### config.mk
export PLATFORM = sky130hd
export DESIGN_NAME = ddr_dly_line_ctrl_flat
export DESIGN_NICKNAME = d
export VERILOG_FILES = /design/src/rtl/ddr_dly_line_ctrl_pkg.sv /design/src/rtl/ddr_dly_line_ctrl_if.sv /design/src/rtl/ddr_dly_line_ctrl.sv /design/src/flat_wrapper.sv
export SDC_FILE = /design/constraint.sdc
export NUM_CORES = 1
export LEC_CHECK = 0
export ABC_AREA = 0
export BUFFER_PORTS_ARGS = -buffer_cell sky130_fd_sc_hd__buf_2
export CAP_MARGIN = 20
export CORE_ASPECT_RATIO = 0.6
export CORE_MARGIN = 1
export CORE_UTILIZATION = 55
export CTS_BUF_LIST = sky130_fd_sc_hd__clkbuf_2 sky130_fd_sc_hd__clkbuf_4 sky130_fd_sc_hd__clkbuf_8
export DETAILED_ROUTE_END_ITERATION = 6
export HOLD_SLACK_MARGIN = 0.12
export PLACE_DENSITY_LB_ADDON = 0.25
export SKIP_LAST_GASP = 1
export SYNTH_ARGS = -nofsm -noshare
export SYNTH_HDL_FRONTEND = slang
export SYNTH_SLANG_ARGS = --single-unit
### constraint.sdc
create_clock -name FAB_CLK -period 4.7 [get_ports FAB_CLK]
set_input_delay 0.94 -clock FAB_CLK [delete_from_list [all_inputs] [get_ports FAB_CLK]]
set_output_delay 0.94 -clock FAB_CLK [all_outputs]
set_load 0.03 [all_outputs]
### src/rtl/ddr_dly_line_ctrl_pkg.sv
// Shared definitions for the IOD dynamic delay-line sequencer.
//   cmd_op_e  : command encodings carried on CMD_OP
//   state_e   : sequencer states
//   tap_w()   : tap-index width for a given number of taps
package ddr_dly_pkg;

  typedef enum logic [1:0] {
    OP_LOAD = 2'b00,
    OP_INC  = 2'b01,
    OP_DEC  = 2'b10,
    OP_GOTO = 2'b11
  } cmd_op_e;

  typedef enum logic [2:0] {
    ST_IDLE  = 3'd0,
    ST_SETUP = 3'd1,
    ST_PULSE = 3'd2,
    ST_GAP   = 3'd3,
    ST_LOADP = 3'd4,
    ST_FIN   = 3'd5
  } state_e;

  // ceil(log2(n)), never less than 1
  function automatic int tap_w(input int n);
    int w;
    w = 1;
    for (int i = 1; i < 31; i++) begin
      if ((1 << i) < n) w = i + 1;
    end
    return w;
  endfunction

endpackage

### src/rtl/ddr_dly_line_ctrl_if.sv
// Command/status interface between a tap requester (training or VT
// compensation) and the delay-line sequencer.
//   master : requester side, drives CMD_VALID/CMD_OP/CMD_ARG
//   slave  : sequencer side, drives CMD_READY/DONE/ERR/OOR_STICKY/CUR_TAP/BUSY
interface ddr_dly_line_ctrl_if #(
  parameter int TAP_W = 7
);
  logic             CMD_VALID;
  logic             CMD_READY;
  logic [1:0]       CMD_OP;
  logic [TAP_W-1:0] CMD_ARG;
  logic             DONE;
  logic             ERR;
  logic             OOR_STICKY;
  logic [TAP_W-1:0] CUR_TAP;
  logic             BUSY;

  modport master (
    output CMD_VALID, CMD_OP, CMD_ARG,
    input  CMD_READY, DONE, ERR, OOR_STICKY, CUR_TAP, BUSY
  );

  modport slave (
    input  CMD_VALID, CMD_OP, CMD_ARG,
    output CMD_READY, DONE, ERR, OOR_STICKY, CUR_TAP, BUSY
  );
endinterface

### src/rtl/ddr_dly_line_ctrl.sv
// Sequencer for one PolarFire IOD dynamic delay line. Turns one tap command
// at a time into spaced single-cycle MOVE pulses or a LOAD pulse, tracks the
// current tap and reports saturation.
// Ports:
//   FAB_CLK                 fabric clock, rising edge
//   ARST_N                  asynchronous active-low reset
//   cmd                     command/status interface (slave side)
//   DELAY_LINE_MOVE         to IOD, one pulse per tap step
//   DELAY_LINE_DIRECTION    to IOD, 1 = increment delay
//   DELAY_LINE_LOAD         to IOD, reload TX/RX_DELAY_VAL
//   DELAY_LINE_OUT_OF_RANGE from IOD, synchronous to FAB_CLK
//
// state | meaning
// IDLE  | ready for a command; steps/direction computed at accept
// SETUP | direction settles one cycle ahead of the first MOVE
// PULSE | MOVE high for one cycle
// GAP   | MOVE_GAP idle cycles; out-of-range sampled in the last one
// LOADP | LOAD high for LOAD_CYCLES cycles
// FIN   | DONE pulse, ERR if clipped or aborted
module ddr_dly_line_ctrl
  import ddr_dly_pkg::*;
#(
  parameter int NUM_TAPS    = 128,
  parameter int LOAD_VAL    = 1,
  parameter int MOVE_GAP    = 4,
  parameter int LOAD_CYCLES = 2
) (
  input  logic                FAB_CLK,
  input  logic                ARST_N,
  ddr_dly_line_ctrl_if.slave  cmd,
  output logic                DELAY_LINE_MOVE,
  output logic                DELAY_LINE_DIRECTION,
  output logic                DELAY_LINE_LOAD,
  input  logic                DELAY_LINE_OUT_OF_RANGE
);

  localparam int TAP_W   = tap_w(NUM_TAPS);
  localparam int TMR_MAX = (MOVE_GAP > LOAD_CYCLES) ? MOVE_GAP : LOAD_CYCLES;
  localparam int TMR_W   = (TMR_MAX > 1) ? $clog2(TMR_MAX) : 1;

  localparam logic [TAP_W-1:0] MAX_TAP  = TAP_W'(NUM_TAPS - 1);
  localparam logic [TAP_W-1:0] LOAD_TAP = TAP_W'(LOAD_VAL);

  state_e           state, state_nxt;
  logic [TAP_W-1:0] cur_tap;
  logic [TAP_W-1:0] steps_q;
  logic             dir_q;
  logic             err_q;
  logic             oor_q;
  logic [TMR_W-1:0] tmr;

  logic             accept;
  cmd_op_e          op_in;
  logic [TAP_W-1:0] steps_calc;
  logic [TAP_W-1:0] headroom;
  logic [TAP_W-1:0] target;
  logic             dir_calc;
  logic             clip_calc;

  assign op_in    = cmd_op_e'(cmd.CMD_OP);
  assign headroom = MAX_TAP - cur_tap;

  // Step count, direction and clip flag for the command being offered
  always_comb begin
    steps_calc = '0;
    dir_calc   = 1'b0;
    clip_calc  = 1'b0;
    target     = '0;
    case (op_in)
      OP_INC: begin
        dir_calc = 1'b1;
        if (cmd.CMD_ARG > headroom) begin
          steps_calc = headroom;
          clip_calc  = 1'b1;
        end else begin
          steps_calc = cmd.CMD_ARG;
        end
      end
      OP_DEC: begin
        if (cmd.CMD_ARG > cur_tap) begin
          steps_calc = cur_tap;
          clip_calc  = 1'b1;
        end else begin
          steps_calc = cmd.CMD_ARG;
        end
      end
      OP_GOTO: begin
        if (cmd.CMD_ARG > MAX_TAP) begin
          target    = MAX_TAP;
          clip_calc = 1'b1;
        end else begin
          target = cmd.CMD_ARG;
        end
        if (target > cur_tap) begin
          dir_calc   = 1'b1;
          steps_calc = target - cur_tap;
        end else begin
          steps_calc = cur_tap - target;
        end
      end
      default: ;
    endcase
  end

  always_ff @(posedge FAB_CLK or negedge ARST_N) begin
    if (!ARST_N) state <= ST_IDLE;
    else         state <= state_nxt;
  end

  always_comb begin
    state_nxt       = state;
    accept          = 1'b0;
    cmd.CMD_READY   = 1'b0;
    cmd.DONE        = 1'b0;
    cmd.ERR         = 1'b0;
    DELAY_LINE_MOVE = 1'b0;
    DELAY_LINE_LOAD = 1'b0;
    case (state)
      ST_IDLE: begin
        cmd.CMD_READY = 1'b1;
        if (cmd.CMD_VALID) begin
          accept = 1'b1;
          if (op_in == OP_LOAD)      state_nxt = ST_LOADP;
          else if (steps_calc == '0) state_nxt = ST_FIN;
          else                       state_nxt = ST_SETUP;
        end
      end
      ST_SETUP: state_nxt = ST_PULSE;
      ST_PULSE: begin
        DELAY_LINE_MOVE = 1'b1;
        state_nxt       = ST_GAP;
      end
      ST_GAP: begin
        if (tmr == '0) begin
          if (DELAY_LINE_OUT_OF_RANGE || steps_q == TAP_W'(1)) state_nxt = ST_FIN;
          else                                                 state_nxt = ST_PULSE;
        end
      end
      ST_LOADP: begin
        DELAY_LINE_LOAD = 1'b1;
        if (tmr == '0) state_nxt = ST_FIN;
      end
      ST_FIN: begin
        cmd.DONE  = 1'b1;
        cmd.ERR   = err_q;
        state_nxt = ST_IDLE;
      end
      default: state_nxt = ST_IDLE;
    endcase
  end

  always_ff @(posedge FAB_CLK or negedge ARST_N) begin
    if (!ARST_N) begin
      cur_tap <= LOAD_TAP;
      steps_q <= '0;
      dir_q   <= 1'b0;
      err_q   <= 1'b0;
      oor_q   <= 1'b0;
      tmr     <= '0;
    end else begin
      case (state)
        ST_IDLE: begin
          if (accept) begin
            steps_q <= steps_calc;
            err_q   <= clip_calc;
            if (op_in == OP_LOAD)      tmr   <= TMR_W'(LOAD_CYCLES - 1);
            else if (steps_calc != '0) dir_q <= dir_calc;
          end
        end
        ST_PULSE: tmr <= TMR_W'(MOVE_GAP - 1);
        ST_GAP: begin
          if (tmr != '0) begin
            tmr <= tmr - 1'b1;
          end else if (DELAY_LINE_OUT_OF_RANGE) begin
            // IOD refused the step: keep the tap, drop the rest of the command
            oor_q   <= 1'b1;
            err_q   <= 1'b1;
            steps_q <= '0;
          end else begin
            cur_tap <= dir_q ? cur_tap + 1'b1 : cur_tap - 1'b1;
            steps_q <= steps_q - 1'b1;
          end
        end
        ST_LOADP: begin
          if (tmr != '0) begin
            tmr <= tmr - 1'b1;
          end else begin
            cur_tap <= LOAD_TAP;
            oor_q   <= 1'b0;
          end
        end
        ST_FIN: err_q <= 1'b0;
        default: ;
      endcase
    end
  end

  assign DELAY_LINE_DIRECTION = dir_q;
  assign cmd.CUR_TAP          = cur_tap;
  assign cmd.OOR_STICKY       = oor_q;
  assign cmd.BUSY             = (state != ST_IDLE);

endmodule

### src/flat_wrapper.sv
// flat-port wrapper written by rule: the top's interface ports become plain ports
module ddr_dly_line_ctrl_flat import ddr_dly_pkg::*;
#(
  parameter int NUM_TAPS    = 128,
  parameter int LOAD_VAL    = 1,
  parameter int MOVE_GAP    = 4,
  parameter int LOAD_CYCLES = 2
)
  (FAB_CLK, ARST_N, DELAY_LINE_MOVE, DELAY_LINE_DIRECTION, DELAY_LINE_LOAD, DELAY_LINE_OUT_OF_RANGE, cmd_CMD_VALID, cmd_CMD_OP, cmd_CMD_ARG, cmd_CMD_READY, cmd_DONE, cmd_ERR, cmd_OOR_STICKY, cmd_CUR_TAP, cmd_BUSY);
  ddr_dly_line_ctrl_if #(.TAP_W(7)) cmd_i ();
  input  logic FAB_CLK;
  input  logic ARST_N;
  output logic DELAY_LINE_MOVE;
  output logic DELAY_LINE_DIRECTION;
  output logic DELAY_LINE_LOAD;
  input  logic DELAY_LINE_OUT_OF_RANGE;
  input wire logic [$bits(cmd_i.CMD_VALID)-1:0] cmd_CMD_VALID;
  input wire logic [$bits(cmd_i.CMD_OP)-1:0] cmd_CMD_OP;
  input wire logic [$bits(cmd_i.CMD_ARG)-1:0] cmd_CMD_ARG;
  output wire logic [$bits(cmd_i.CMD_READY)-1:0] cmd_CMD_READY;
  output wire logic [$bits(cmd_i.DONE)-1:0] cmd_DONE;
  output wire logic [$bits(cmd_i.ERR)-1:0] cmd_ERR;
  output wire logic [$bits(cmd_i.OOR_STICKY)-1:0] cmd_OOR_STICKY;
  output wire logic [$bits(cmd_i.CUR_TAP)-1:0] cmd_CUR_TAP;
  output wire logic [$bits(cmd_i.BUSY)-1:0] cmd_BUSY;
  assign cmd_i.CMD_VALID = cmd_CMD_VALID;
  assign cmd_i.CMD_OP = cmd_CMD_OP;
  assign cmd_i.CMD_ARG = cmd_CMD_ARG;
  assign cmd_CMD_READY = cmd_i.CMD_READY;
  assign cmd_DONE = cmd_i.DONE;
  assign cmd_ERR = cmd_i.ERR;
  assign cmd_OOR_STICKY = cmd_i.OOR_STICKY;
  assign cmd_CUR_TAP = cmd_i.CUR_TAP;
  assign cmd_BUSY = cmd_i.BUSY;
  ddr_dly_line_ctrl #(.NUM_TAPS(NUM_TAPS), .LOAD_VAL(LOAD_VAL), .MOVE_GAP(MOVE_GAP), .LOAD_CYCLES(LOAD_CYCLES)) u_core (.FAB_CLK(FAB_CLK), .ARST_N(ARST_N), .cmd(cmd_i), .DELAY_LINE_MOVE(DELAY_LINE_MOVE), .DELAY_LINE_DIRECTION(DELAY_LINE_DIRECTION), .DELAY_LINE_LOAD(DELAY_LINE_LOAD), .DELAY_LINE_OUT_OF_RANGE(DELAY_LINE_OUT_OF_RANGE));
endmodule
==> flow_summary.ini <==
[placed_design]
port_buffers = 27
place_congestion = 0.939
postPlaceCellArea_sq_um = 2800
placement.setup.worst_slack_ns = 0.673
place.detailed.instances = 413
detailedPlacementHpwl_um = 5660

[clocking]
cts_hold_repair.buffers = 0
htree_num_levels = 1
cts.reportedPaths.clkPinSlew_ns = 0.09
clk-insertion-delay-late_ns = 0.27
numClockSinks = 22
post_cts_resized = 0
number_of_buffers_created_by_cts = 3
clock_path_buffers = 2
cts_post_setup_buffers_inserted = 0
cts_tree = yes
cts.root.buffer_cell = clkbuf_8

[finish]
fin_nets = 405
layout_common_cells = ha_1 (34), nand2_1 (33), a21oi_1 (31), inv_1 (28), buf_2 (27)
final.fill_count = 418
antenna_cells = 0
instances_no_fill = 417
post_route_cells_drive_above_1_share = 0.127
ff_latch_area_sq_um = 552
area_growth_pct = 8.37
multi_input_combinational_cell_area_sq_um = 1920
final_common_cell = ha_1
design_area_sq_um = 2850

[critical_path]
critPathMostFrequentCell = nor3_1
critPathArrivalTime_ns = 4.05
crit_path_cell_trace = buf_2 -> ha_1 -> nor3_1 -> o31ai_1 -> o311ai_2 -> nand2_4 -> o32ai_1 -> or4_1 -> nor3_1 -> nand2_1 -> o41ai_2
critical_path_peak_fanout = 8
critPathBufInv = 1
cell_at_the_slowest_stage_of_the_critical_path = o31ai_1
r2r_slack_ns = 0.86
setup.worst_path.class = input pin to register
cp-start-kind = input pin
worst-endpoint-required_ns = 4.87
critical-path-top-delay-family = compound AO/OA/AOI/OAI gates
worstRegToRegCells = 11
rr_startpoint = u_core.cmd.CUR_TAP[1]
worst_setup_path_end_kind = register
worst_path_largest_cell_delay_ns = 0.57
timing.rr.end = u_core.state[2]

[hold_path]
timing.hold.worst.class = register to register
worst_case_hold_path_end_point = u_core.tmr[1]
min_from = u_core.tmr[1]
hold_path_depth = 2

[detailed_routing]
drtIter0Drc = 289
number_of_remaining_drc_errors = 0
drt_pre_antenna_iters = 5
ant_nets = 0
viasPerCell = 6.31
routed_wire_length_per_instance_um = 17.3
totalWireLength_um = 7220
vias = 2632

[timing]
timing.hold.ws_ns = 0.487
worst_slack_ns = 0.823
report.final.setup_viol = 0
tightestPinTransition_ns = 0.674
slew_violations = 0
slew-limit-headroom = 0.550
rsz0062_at_grt = no
timing_hold_violations_final = 0
skew_ns = 0.00651
fmax_mhz = 258
fin_setup_tns_ns = 0
period_needed_ns = 3.88
min_period_over_period = 0.825

[flow_run]
maxCapViolations = 0

[floorplanning]
floorplan.die.width_um = 91.3
initial_util = 0.573
core-area_sq_um = 4590
num_io_pins = 28
die_h_um = 55.6
design.die.area_sq_um = 5070
fp-row-count = 19

[logic_synthesis]
synthFlopType = dfrtp_1
synthArstFlopShare = 1.00
synth_cell_type_count = 51
mappedNetlistNets = 387
synth_enable_flop_cells = 0
post_synth_instance_area_sq_um = 2630
synthesis.yosys.warnings = 0
syn_inst = 337
synth_seq_cells = 22
synth.avg_cell_area_sq_um = 7.80
ys_seq_area_frac = 0.210

[power_and_ir_drop]
peakVddDrop_v = 0.000454
p_leak_nw = 1.34
power-per-cell-area_nw_per_um2 = 671

[global_routing]
global_route_overflow = 0
grt_first_pass_wirelength_um = 11800
grt_start_max_net_pins = 23
via_count_of_the_first_global_routing_pass = 2273
antenna_found_initial = 0
globalRouteTotalUtil = 0.297

[run_status]
outcome = complete, no violations
-- logic make-up after synthesis --
family / Yosys count / share of synthesized area
simple gates: 117 / 0.235
fa+ha+maj: 37 / 0.185
mux: 7 / 0.0266
flops: 22 / 0.210
xor+xnor: 8 / 0.0266
compound gates: 103 / 0.255
buf+inv: 43 / 0.0614
-- worst min-delay path, stage by stage (launching register included) --
cell	delay (ns)
dfrtp_1	0.35
nand2_1	0.05
o21ai_0	0.06
-- layout make-up --
type                            instances  share of cell area
Clock buffer                            4              0.0193
Sequential cell                        22               0.194
Timing Repair Buffer                   28              0.0500
Inverter                               28              0.0369
Multi-Input combinational cell        272               0.673
Tap cell                               63              0.0277
-- stage by stage --
stage | util | power (W)
CTS | 0.621 | 0.00188
global route | 0.621 | 0.00207
finish | 0.621 | 0.00191
floorplan | - | 0.00141
detailed placement | 0.609 | 0.00173
global placement | 0.609 | 0.00172
-- state kept, by name, summed over array words and instances (netlist names) --
| register | count |
|---|---|
| u_core.DELAY_LINE_DIRECTION | 1 |
| u_core.cmd.CUR_TAP | 7 |
| u_core.cmd.OOR_STICKY | 1 |
| u_core.err_q | 1 |
| u_core.state | 3 |
| u_core.steps_q | 7 |
| u_core.tmr | 2 |
-- worst max-delay path by stage --
| stage | startpoint | endpoint | slack [ns] | depth (start not counted) |
|---|---|---|---|---|
| 3_3_place_gp | cmd_CMD_ARG[6] | u_core.state[2] | 0.75 | 11 |
| 4_1_cts | cmd_CMD_ARG[6] | u_core.state[2] | 0.95 | 11 |
| 2_1_floorplan | cmd_CMD_ARG[6] | u_core.state[2] | 1.29 | 10 |
| 6_report | cmd_CMD_ARG[2] | u_core.state[2] | 0.82 | 11 |
| 5_1_grt | u_core.cmd.CUR_TAP[1] | u_core.state[2] | 0.79 | 11 |
| 3_5_place_dp | cmd_CMD_ARG[6] | u_core.state[2] | 0.67 | 11 |
-- synth_stat cells, types with 3 or more instances --
master / count / area share
mux2i_1: 7 / 0.027
or3_1: 7 / 0.017
nand3b_1: 4 / 0.011
o22ai_1: 3 / 0.0071
nor2b_1: 4 / 0.0095
a31oi_1: 3 / 0.0071
ha_1: 34 / 0.16
xnor2_1: 7 / 0.023
a221oi_1: 4 / 0.013
nand4_1: 5 / 0.012
nor3_1: 8 / 0.015
fa_1: 3 / 0.023
and2_1: 7 / 0.017
nand2_1: 33 / 0.047
a21o_1: 3 / 0.0086
inv_1: 28 / 0.040
nor2_1: 22 / 0.031
o31ai_1: 5 / 0.014
dfrtp_1: 21 / 0.20
clkbuf_1: 15 / 0.021
o21ai_0: 26 / 0.049
a31o_2: 4 / 0.013
nand2b_1: 3 / 0.0071
nand3_1: 13 / 0.025
and3_1: 4 / 0.0095
a21oi_1: 31 / 0.059
-- power breakdown --
part	switching (W)	internal (W)
sequential	0.000135	0.000276
combinational	0.000832	0.000526
clock	0.0000684	0.0000750
-- metal layers --
metal,routed length [um],up-vias,GRT usage,share of wire
li1,-,1258,-,-
met1,3580,1197,0.491,0.50
met2,2750,166,0.383,0.38
met3,824,11,0.0661,0.11
met4,74,0,0.0522,0.010
met5,0,-,0,0
(Power assumes the default switching activity.)
